===== src/rtl/cpu_controller_pkg.sv =====
// Shared definitions for the lab CPU controller (package cpu_defs).
// Holds the state encoding, instruction field codes, nsel/vsel select codes,
// the packed controller output vector and a legality helper.
package cpu_defs;

   // 3-bit state encoding; code 3'd7 is unused and recovers to StWait.
   typedef enum logic [2:0] {
      StWait     = 3'd0,
      StDecode   = 3'd1,
      StGetA     = 3'd2,
      StGetB     = 3'd3,
      StExec     = 3'd4,
      StWriteReg = 3'd5,
      StWriteImm = 3'd6
   } state_e;

   // opcode field, instruction bits [15:13]
   localparam logic [2:0] MOVOP = 3'b110;
   localparam logic [2:0] ALUOP = 3'b101;

   // op field, instruction bits [12:11]
   localparam logic [1:0] ADD    = 2'b00;
   localparam logic [1:0] CMP    = 2'b01;
   localparam logic [1:0] AND    = 2'b10;
   localparam logic [1:0] MVN    = 2'b11;
   localparam logic [1:0] MOVIMM = 2'b10;
   localparam logic [1:0] MOVREG = 2'b00;

   // Register-field select, one-hot
   localparam logic [2:0] NSEL_RN   = 3'b100;
   localparam logic [2:0] NSEL_RD   = 3'b010;
   localparam logic [2:0] NSEL_RM   = 3'b001;
   localparam logic [2:0] NSEL_NONE = 3'b000;

   // Write-back source
   localparam logic [1:0] VSEL_C   = 2'b00;
   localparam logic [1:0] VSEL_IMM = 2'b01;

   typedef struct packed {
      logic       w;
      logic [2:0] nsel;
      logic [1:0] vsel;
      logic       loada;
      logic       loadb;
      logic       loadc;
      logic       loads;
      logic       asel;
      logic       write;
      logic       illegal;
   } ctrl_out_t;

   // True for the six supported {opcode,op} combinations.
   function automatic logic is_legal(input logic [4:0] code);
      case (code)
         {MOVOP, MOVIMM},
         {MOVOP, MOVREG},
         {ALUOP, ADD},
         {ALUOP, CMP},
         {ALUOP, AND},
         {ALUOP, MVN}: is_legal = 1'b1;
         default:      is_legal = 1'b0;
      endcase
   endfunction

endpackage


===== src/rtl/cpu_controller_if.sv =====
// Controller <-> decoder/datapath bundle.
//   Decoder side : s (start), opcode[2:0], op[1:0]
//   Datapath side: w, nsel[2:0], vsel[1:0], loada, loadb, loadc, loads, asel,
//                  write, illegal
// master = controller view, slave = decoder/datapath (or bench) view.
interface cpu_controller_if;

   logic       s;
   logic [2:0] opcode;
   logic [1:0] op;

   logic       w;
   logic [2:0] nsel;
   logic [1:0] vsel;
   logic       loada;
   logic       loadb;
   logic       loadc;
   logic       loads;
   logic       asel;
   logic       write;
   logic       illegal;

   modport master (
      input  s, opcode, op,
      output w, nsel, vsel, loada, loadb, loadc, loads, asel, write, illegal
   );

   modport slave (
      output s, opcode, op,
      input  w, nsel, vsel, loada, loadb, loadc, loads, asel, write, illegal
   );

endinterface


===== src/rtl/cpu_ctrl_out.sv =====
// Combinational output decode for the CPU controller (Moore outputs).
//   state_i  : current controller state
//   code_i   : captured {opcode,op} of the instruction in flight
//   reset_i  : synchronous reset level; masks every load/write strobe
//   out_o    : packed controller output vector
module cpu_ctrl_out
   import cpu_defs::*;
(
   input  state_e     state_i,
   input  logic [4:0] code_i,
   input  logic       reset_i,
   output ctrl_out_t  out_o
);

   always_comb begin
      out_o = '0;
      case (state_i)
         StWait: begin
            out_o.w = 1'b1;
         end
         StDecode: begin
            out_o.illegal = ~is_legal(code_i);
         end
         StGetA: begin
            out_o.nsel  = NSEL_RN;
            out_o.loada = 1'b1;
         end
         StGetB: begin
            out_o.nsel  = NSEL_RM;
            out_o.loadb = 1'b1;
         end
         StExec: begin
            // CMP only updates status; MOV reg zeroes the ALU A input.
            if (code_i == {ALUOP, CMP}) begin
               out_o.loads = 1'b1;
            end else begin
               out_o.loadc = 1'b1;
            end
            out_o.asel = (code_i == {MOVOP, MOVREG});
         end
         StWriteReg: begin
            out_o.nsel  = NSEL_RD;
            out_o.vsel  = VSEL_C;
            out_o.write = 1'b1;
         end
         StWriteImm: begin
            out_o.nsel  = NSEL_RN;
            out_o.vsel  = VSEL_IMM;
            out_o.write = 1'b1;
         end
         default: begin
            out_o = '0;
         end
      endcase

      // No architectural state may change while reset is held, even if the
      // state register is still mid-instruction.
      if (reset_i) begin
         out_o.loada   = 1'b0;
         out_o.loadb   = 1'b0;
         out_o.loadc   = 1'b0;
         out_o.loads   = 1'b0;
         out_o.write   = 1'b0;
         out_o.illegal = 1'b0;
      end
   end

endmodule


===== src/rtl/cpu_controller.sv =====
// Moore controller sequencing the lab CPU datapath for MOV/ADD/CMP/AND/MVN.
//   clk   : system clock, rising edge
//   reset : synchronous, active-high
//   bus   : cpu_controller_if.master -- s/opcode/op in, datapath strobes out
// {opcode,op} is captured on the accepting edge so decoder changes while busy
// have no effect.
module cpu_controller
   import cpu_defs::*;
(
   input  logic              clk,
   input  logic              reset,
   cpu_controller_if.master  bus
);

   state_e     state_q, state_d;
   logic [4:0] code_q, code_d;
   ctrl_out_t  ctrl;

   always_ff @(posedge clk) begin
      if (reset) begin
         state_q <= StWait;
         code_q  <= '0;
      end else begin
         state_q <= state_d;
         code_q  <= code_d;
      end
   end

   always_comb begin
      state_d = StWait;
      code_d  = code_q;
      case (state_q)
         StWait: begin
            if (bus.s) begin
               code_d  = {bus.opcode, bus.op};
               state_d = StDecode;
            end else begin
               state_d = StWait;
            end
         end
         StDecode: begin
            case (code_q)
               {MOVOP, MOVIMM}: state_d = StWriteImm;
               {MOVOP, MOVREG}: state_d = StGetB;
               {ALUOP, ADD},
               {ALUOP, AND},
               {ALUOP, CMP}:    state_d = StGetA;
               {ALUOP, MVN}:    state_d = StGetB;
               default:         state_d = StWait;
            endcase
         end
         StGetA: state_d = StGetB;
         StGetB: state_d = StExec;
         StExec: begin
            state_d = (code_q == {ALUOP, CMP}) ? StWait : StWriteReg;
         end
         StWriteReg: state_d = StWait;
         StWriteImm: state_d = StWait;
         default:    state_d = StWait;
      endcase
   end

   cpu_ctrl_out u_out (
      .state_i (state_q),
      .code_i  (code_q),
      .reset_i (reset),
      .out_o   (ctrl)
   );

   assign bus.w       = ctrl.w;
   assign bus.nsel    = ctrl.nsel;
   assign bus.vsel    = ctrl.vsel;
   assign bus.loada   = ctrl.loada;
   assign bus.loadb   = ctrl.loadb;
   assign bus.loadc   = ctrl.loadc;
   assign bus.loads   = ctrl.loads;
   assign bus.asel    = ctrl.asel;
   assign bus.write   = ctrl.write;
   assign bus.illegal = ctrl.illegal;

endmodule


===== src/flat_wrapper.sv =====
// flat-port wrapper written by rule: the top's interface ports become plain ports
module cpu_controller_flat import cpu_defs::*;
  (clk, reset, bus_s, bus_opcode, bus_op, bus_w, bus_nsel, bus_vsel, bus_loada, bus_loadb, bus_loadc, bus_loads, bus_asel, bus_write, bus_illegal);
  cpu_controller_if bus_i ();
  input  logic clk;
  input  logic reset;
  input wire logic [$bits(bus_i.s)-1:0] bus_s;
  input wire logic [$bits(bus_i.opcode)-1:0] bus_opcode;
  input wire logic [$bits(bus_i.op)-1:0] bus_op;
  output wire logic [$bits(bus_i.w)-1:0] bus_w;
  output wire logic [$bits(bus_i.nsel)-1:0] bus_nsel;
  output wire logic [$bits(bus_i.vsel)-1:0] bus_vsel;
  output wire logic [$bits(bus_i.loada)-1:0] bus_loada;
  output wire logic [$bits(bus_i.loadb)-1:0] bus_loadb;
  output wire logic [$bits(bus_i.loadc)-1:0] bus_loadc;
  output wire logic [$bits(bus_i.loads)-1:0] bus_loads;
  output wire logic [$bits(bus_i.asel)-1:0] bus_asel;
  output wire logic [$bits(bus_i.write)-1:0] bus_write;
  output wire logic [$bits(bus_i.illegal)-1:0] bus_illegal;
  assign bus_i.s = bus_s;
  assign bus_i.opcode = bus_opcode;
  assign bus_i.op = bus_op;
  assign bus_w = bus_i.w;
  assign bus_nsel = bus_i.nsel;
  assign bus_vsel = bus_i.vsel;
  assign bus_loada = bus_i.loada;
  assign bus_loadb = bus_i.loadb;
  assign bus_loadc = bus_i.loadc;
  assign bus_loads = bus_i.loads;
  assign bus_asel = bus_i.asel;
  assign bus_write = bus_i.write;
  assign bus_illegal = bus_i.illegal;
  cpu_controller u_core (.clk(clk), .reset(reset), .bus(bus_i));
endmodule

===== config.mk =====
export PLATFORM = sky130hd
export DESIGN_NAME = cpu_controller_flat
export DESIGN_NICKNAME = d
export VERILOG_FILES = /design/src/rtl/cpu_controller_pkg.sv /design/src/rtl/cpu_controller_if.sv /design/src/rtl/cpu_ctrl_out.sv /design/src/rtl/cpu_controller.sv /design/src/flat_wrapper.sv
export SDC_FILE = /design/constraint.sdc
export NUM_CORES = 1
export LEC_CHECK = 0
export ABC_AREA = 1
export CORE_MARGIN = 2
export CORE_UTILIZATION = 40
export CTS_CLUSTER_SIZE = 14
export DETAILED_ROUTE_END_ITERATION = 6
export GPL_ROUTABILITY_DRIVEN = 0
export PLACE_DENSITY = 0.76
export SYNTH_ARGS = -nofsm -noshare
export SYNTH_HDL_FRONTEND = slang
export SYNTH_HIERARCHICAL = 1
export SYNTH_SLANG_ARGS = --single-unit

===== constraint.sdc =====
create_clock -name clk -period 1.8 [get_ports clk]
set_input_delay 0.27 -clock clk [delete_from_list [all_inputs] [get_ports clk]]
set_output_delay 0.27 -clock clk [all_outputs]
set_load 0.02 [all_outputs]

==> results of run 1 <==
==> kinds of logic after synthesis <==
kind of cell | count (synthesis)
AND/OR/NAND/NOR | 52
other | 1
AO/OA/AOI/OAI | 17
buffers and inverters | 22
flip-flops | 8
==> worst max-delay path, stage by stage <==
cell and delay [ns]:
clkdlybuf4s50_1 0.43, inv_1 0.10, nand2_1 0.09, buf_4 0.13
nor2_1 0.08, dlygate4sd2_1 0.34
==> routing by layer <==
| layer | GRT usage | vias up | share of wire |
|---|---|---|---|
| met2 | 0.288 | 22 | 0.48 |
| met1 | 0.195 | 318 | 0.46 |
| li1 | - | 373 | - |
| met4 | 0.0968 | 0 | 0.0098 |
| met5 | 0 | - | 0 |
| met3 | 0.0130 | 2 | 0.046 |
==> power by group through the flow <==
stage / Combinational, uW / Sequential (uW) / Clock (uW)
4_1_cts: 116 / 205 / 142
6_report: 116 / 205 / 139
5_1_grt: 131 / 207 / 150
3_3_place_gp: 114 / 207 / 0
2_1_floorplan: 64.2 / 210 / 0
3_5_place_dp: 117 / 209 / 0
==> timing repair <==
item | in CTS | in global routing
cloned | 0 | 0
setup endpoints to repair | 9 | 4
resized for setup | 9 | 5
==> how the worst max path moves through the flow <==
stage	from	to	slack [ns]
after CTS	u_core/state_q[1]	bus_nsel[0]	0.03
after floorplan	u_core/state_q[1]	bus_write	0.41
after detailed placement	reset	bus_illegal	-0.23
after global routing	reset	bus_loadc	0.02
final	reset	bus_loada	0.09
after global placement	reset	bus_illegal	-0.19
==> state kept, by name (all words and copies together), names as in the netlist <==
| name | count |
|---|---|
| u_core/code_q | 5 |
| u_core/state_q | 3 |
==> cells in the mapped netlist <==
library cell / instances
a21oi_1: 8
a31oi_1: 1
buf_4: 1
conb_1: 1
dfxtp_1: 8
inv_1: 16
inv_2: 5
nand2_1: 15
nand2_2: 1
nand3_1: 11
nand4_1: 1
nand4_2: 1
nor2_1: 18
nor2_2: 1
nor3_1: 4
o211ai_1: 1
o21a_1: 1
o21ai_0: 6
==> final cells by class <==
type                            count  area (um^2)
Fill cell                         130          474
Multi-Input combinational cell     70          325
Timing Repair Buffer               26          236
Sequential cell                     8          161
Inverter                           21         78.8
Clock buffer                        3         22.5
Tap cell                           15         18.8
==> stage by stage <==
stage | total power, uW | instance area, um^2 | cells | util | hold slack [ns]
2_1_floorplan | 274 | 572 | 100 | - | 0.339
3_3_place_gp | 322 | 826 | 140 | 0.627 | 0.538
5_1_grt | 487 | 843 | 143 | 0.640 | 0.592
6_report | 461 | 843 | 143 | 0.640 | 0.565
4_1_cts | 463 | 840 | 143 | 0.637 | 0.567
3_5_place_dp | 326 | 826 | 140 | 0.627 | 0.560
==> impl_metrics.env, run 1 <==
export IMPL_drt_iter0_drc=23
export IMPL_synthCells=100
export IMPL_cap_violations=0
export IMPL_dp_hpwl_um=1090
export IMPL_fmax_ghz=0.585
export IMPL_layout_commonest_cell="nor2_1"
export IMPL_grt_ovfl_total=0
export IMPL_grt_usage=0.165
export IMPL_core_area_um2=1320
export IMPL_synthDistinctLibCells=18
export IMPL_whs_endpoint="u_core/code_q[3]"
export IMPL_period_needed_ns=1.71
export IMPL_yosys_area_top_type="dfxtp_1"
export IMPL_die_area_um2=1750
export IMPL_comb_power_share=0.252
export IMPL_post_cts_setup_buffer_count=0
export IMPL_root_buffer="clkbuf_4"
export IMPL_pwr_share_seq=0.445
export IMPL_setup_viol=0
export IMPL_synth_seq_cells=8
export IMPL_drive_above_1_share=0.156
export IMPL_num_nets_final=138
export IMPL_yosys_warnings=6
export IMPL_synth_top_cell_area_share=0.280
export IMPL_die_h_um=41.8
export IMPL_p_clk_frac=0.303
export IMPL_endpoint_kind="primary output"
export IMPL_ant_nets=0
export IMPL_syn_to_final_growth_pct=47.5
export IMPL_worstHoldStart="u_core/code_q[3]"
export IMPL_firstDrtPassIters=4
export IMPL_synth_simple_area_share=0.403
export IMPL_cp_arrival_ns=1.44
export IMPL_cp_max_fo=3
export IMPL_switching_share=0.308
export IMPL_reg2reg_depth=6
export IMPL_drt_wirelength_per_cell_um=9.99
export IMPL_routed_via_density=5.00
export IMPL_period_share=0.950
export IMPL_r2r_end="u_core/state_q[0]"
export IMPL_clock_sinks=8
export IMPL_p_leak_uw=0.000461
export IMPL_synth_area_leaders="dfxtp_1 28%, nor2_1 12%, inv_1 11%"
export IMPL_grt_max_degree=11
export IMPL_clk_latency_ns=0.25
export IMPL_finalWorstSetupSlack_ns=0.0901
export IMPL_num_vias=715
export IMPL_avgSynthCellArea_um2=5.72
export IMPL_routed_wl_um=1430
export IMPL_antenna_cells=0
export IMPL_cts_buffers=3
export IMPL_crit_type="in2out"
export IMPL_rsz0062_at_grt="no"
export IMPL_hp_class="reg2reg"
export IMPL_ff2ff_setup_slack_ns=0.55
export IMPL_antenna_found_initial=0
export IMPL_muxShareOfSynthArea=0
export IMPL_die_x_um=41.8
export IMPL_syn_nets=108
export IMPL_hold_depth=2
export IMPL_p_sw_uw=142
export IMPL_initial_core_util=0.434
export IMPL_grt_pass1_vias=586
export IMPL_port_buffers=19
export IMPL_drc_errors=0
export IMPL_path_clk_slew_ns=0.06
export IMPL_num_rows=13
export IMPL_synthAdderAreaFrac=0
export IMPL_layout_common_cells="18 x nor2_1, 16 x inv_1, 15 x nand2_1, 11 x nand3_1"
export IMPL_slew_violations=0
export IMPL_cts_max_path_buffers=2
export IMPL_r2r_start="u_core/code_q[0]"
export IMPL_num_io_pins=21
export IMPL_cts_tree="yes"
export IMPL_grt_pass1_wl_um=2280
export IMPL_pwr_density_cell_nw_per_um2=546
export IMPL_startpoint_type="input port"
export IMPL_hold_violations=0
export IMPL_yosysSeqAreaShare=0.280
export IMPL_status="complete, no violations"
export IMPL_setup_tns_ns=0
export IMPL_htree_levels=1
export IMPL_cp_required_ns=1.53
export IMPL_synthXorXnorAreaFrac=0
export IMPL_irDropWorstVdd_uv=323
export IMPL_synth_top_family_by_area="simple AND/OR/NAND/NOR gates"
export IMPL_synth_area_um2=572
export IMPL_hold_buffers=0
export IMPL_synth_compound_area_frac=0.160
export IMPL_dpl_worst_slack_ns=-0.227
export IMPL_power_internal_uw=319
export IMPL_final_setup_skew_ns=0.00637
Power figures use the tool's default switching activity.
==> inputs of run 2 (changes only) <==
GPL_ROUTABILITY_DRIVEN = default   (was 0)
MAX_ROUTING_LAYER = met4   (was default)
==> impl_metrics.env, run 2 (synthesized netlist as in run 1, its figures left out) <==
export IMPL_rsz0062_at_grt="no"
export IMPL_layout_commonest_cell="nor2_1"
export IMPL_finalWorstSetupSlack_ns=0.0901
export IMPL_post_cts_setup_buffer_count=0
export IMPL_grt_usage=0.170
export IMPL_dpl_cell_area_um2=826
export IMPL_clk_latency_ns=0.25
export IMPL_die_h_um=41.8
export IMPL_multi_input_area_um2=325
export IMPL_pwr_density_cell_nw_per_um2=546
export IMPL_stdcell_area_um2=843
export IMPL_startpoint_type="input port"
export IMPL_drt_wirelength_per_cell_um=9.99
export IMPL_path_clk_slew_ns=0.06
export IMPL_period_needed_ns=1.71
export IMPL_core_area_um2=1320
export IMPL_worstHoldStart="u_core/code_q[3]"
export IMPL_ant_nets=0
export IMPL_num_vias=715
export IMPL_num_nets_final=138
export IMPL_setup_viol=0
export IMPL_power_total_uw=461
export IMPL_cp_max_fo=3
export IMPL_irDropWorstVdd_uv=323
export IMPL_num_rows=13
export IMPL_p_leak_uw=0.000461
export IMPL_die_x_um=41.8
export IMPL_period_share=0.950
export IMPL_whs_endpoint="u_core/code_q[3]"
export IMPL_drc_errors=0
export IMPL_hp_class="reg2reg"
export IMPL_initial_core_util=0.434
export IMPL_hold_depth=2
export IMPL_root_buffer="clkbuf_4"
export IMPL_nFillCells=130
export IMPL_r2r_end="u_core/state_q[0]"
export IMPL_die_area_um2=1750
export IMPL_register_area_um2=161
export IMPL_dp_hpwl_um=1090
export IMPL_r2r_start="u_core/code_q[0]"
export IMPL_routed_via_density=5.00
export IMPL_fmax_ghz=0.585
export IMPL_final_setup_skew_ns=0.00637
export IMPL_syn_to_final_growth_pct=47.5
export IMPL_largest_reg_flops=5
export IMPL_num_io_pins=21
export IMPL_grt_ovfl_total=0
export IMPL_htree_levels=1
export IMPL_clock_sinks=8
export IMPL_grt_pass1_vias=587
export IMPL_ff2ff_setup_slack_ns=0.55
export IMPL_cp_arrival_ns=1.44
export IMPL_grt_max_degree=11
export IMPL_slew_violations=0
export IMPL_dpl_worst_slack_ns=-0.227
export IMPL_cts_buffers=3
export IMPL_hold_violations=0
export IMPL_port_buffers=19
export IMPL_largest_registers="u_core/code_q (5), u_core/state_q (3)"
export IMPL_antenna_found_initial=0
export IMPL_drive_above_1_share=0.156
export IMPL_reg2reg_depth=6
export IMPL_place_congestion=0.849
export IMPL_status="complete, no violations"
export IMPL_fin_util=0.640
export IMPL_whs_ns=0.565
export IMPL_layout_common_cells="18 x nor2_1, 16 x inv_1, 15 x nand2_1, 11 x nand3_1"
export IMPL_crit_type="in2out"
export IMPL_routed_wl_um=1430
export IMPL_cts_max_path_buffers=2
export IMPL_grt_pass1_wl_um=2280
export IMPL_antenna_cells=0
export IMPL_cts_tree="yes"
export IMPL_cp_required_ns=1.53
export IMPL_drt_iter0_drc=23
export IMPL_endpoint_kind="primary output"
export IMPL_regMostFlops="u_core/code_q"
export IMPL_cap_violations=0
export IMPL_firstDrtPassIters=4
==> run 2: cell counts in the layout (fill, tap and decap cells not counted) <==
No cell type changed its count.
==> run 2: how the worst max path moves through the flow <==
stage               depth (start not counted)               from  slack, ns           to
finish                                      6              reset       0.09    bus_loada
global route                                5              reset       0.02    bus_loadc
detailed placement                          7              reset      -0.23  bus_illegal
floorplan                                   3  u_core/state_q[1]       0.41    bus_write
CTS                                         3  u_core/state_q[1]       0.03  bus_nsel[0]
global placement                            7              reset      -0.19  bus_illegal
==> run 2: report_power, final <==
part,switching [uW],internal (uW)
sequential,15.5,190
combinational,63.6,52.5
clock,63.0,76.5
total,142,319
==> run 2: per-stage QoR <==
stage | cells | TNS (ns)
floorplan | 100 | 0
global placement | 140 | -0.685
detailed placement | 140 | -0.797
CTS | 143 | 0
global route | 143 | 0
finish | 143 | 0
==> run 2: timing repair <==
item,4_1_cts,5_1_grt
setup endpoints to repair,9,4
resized for setup,9,5
hold buffers,0,0
==> run 2: cell type report <==
cell class / count / share of cell area
sequential: 8 / 0.191
tap: 15 / 0.0223
clock buffer: 3 / 0.0267
timing repair buffer: 26 / 0.280
inverter: 21 / 0.0935
multi-input combinational: 70 / 0.386
==> run 2: worst max-delay path, stage by stage <==
cell,delay [ns]
clkdlybuf4s50_1,0.43
inv_1,0.10
nand2_1,0.09
buf_4,0.13
nor2_1,0.08
dlygate4sd2_1,0.34
==> run 2: metal layers <==
layer	wire length (um)	up-vias	GRT usage
met5	0	-	-
met4	14	0	0.0968
met3	65	2	0.0130
met2	689	22	0.288
met1	660	318	0.195
li1	-	373	-
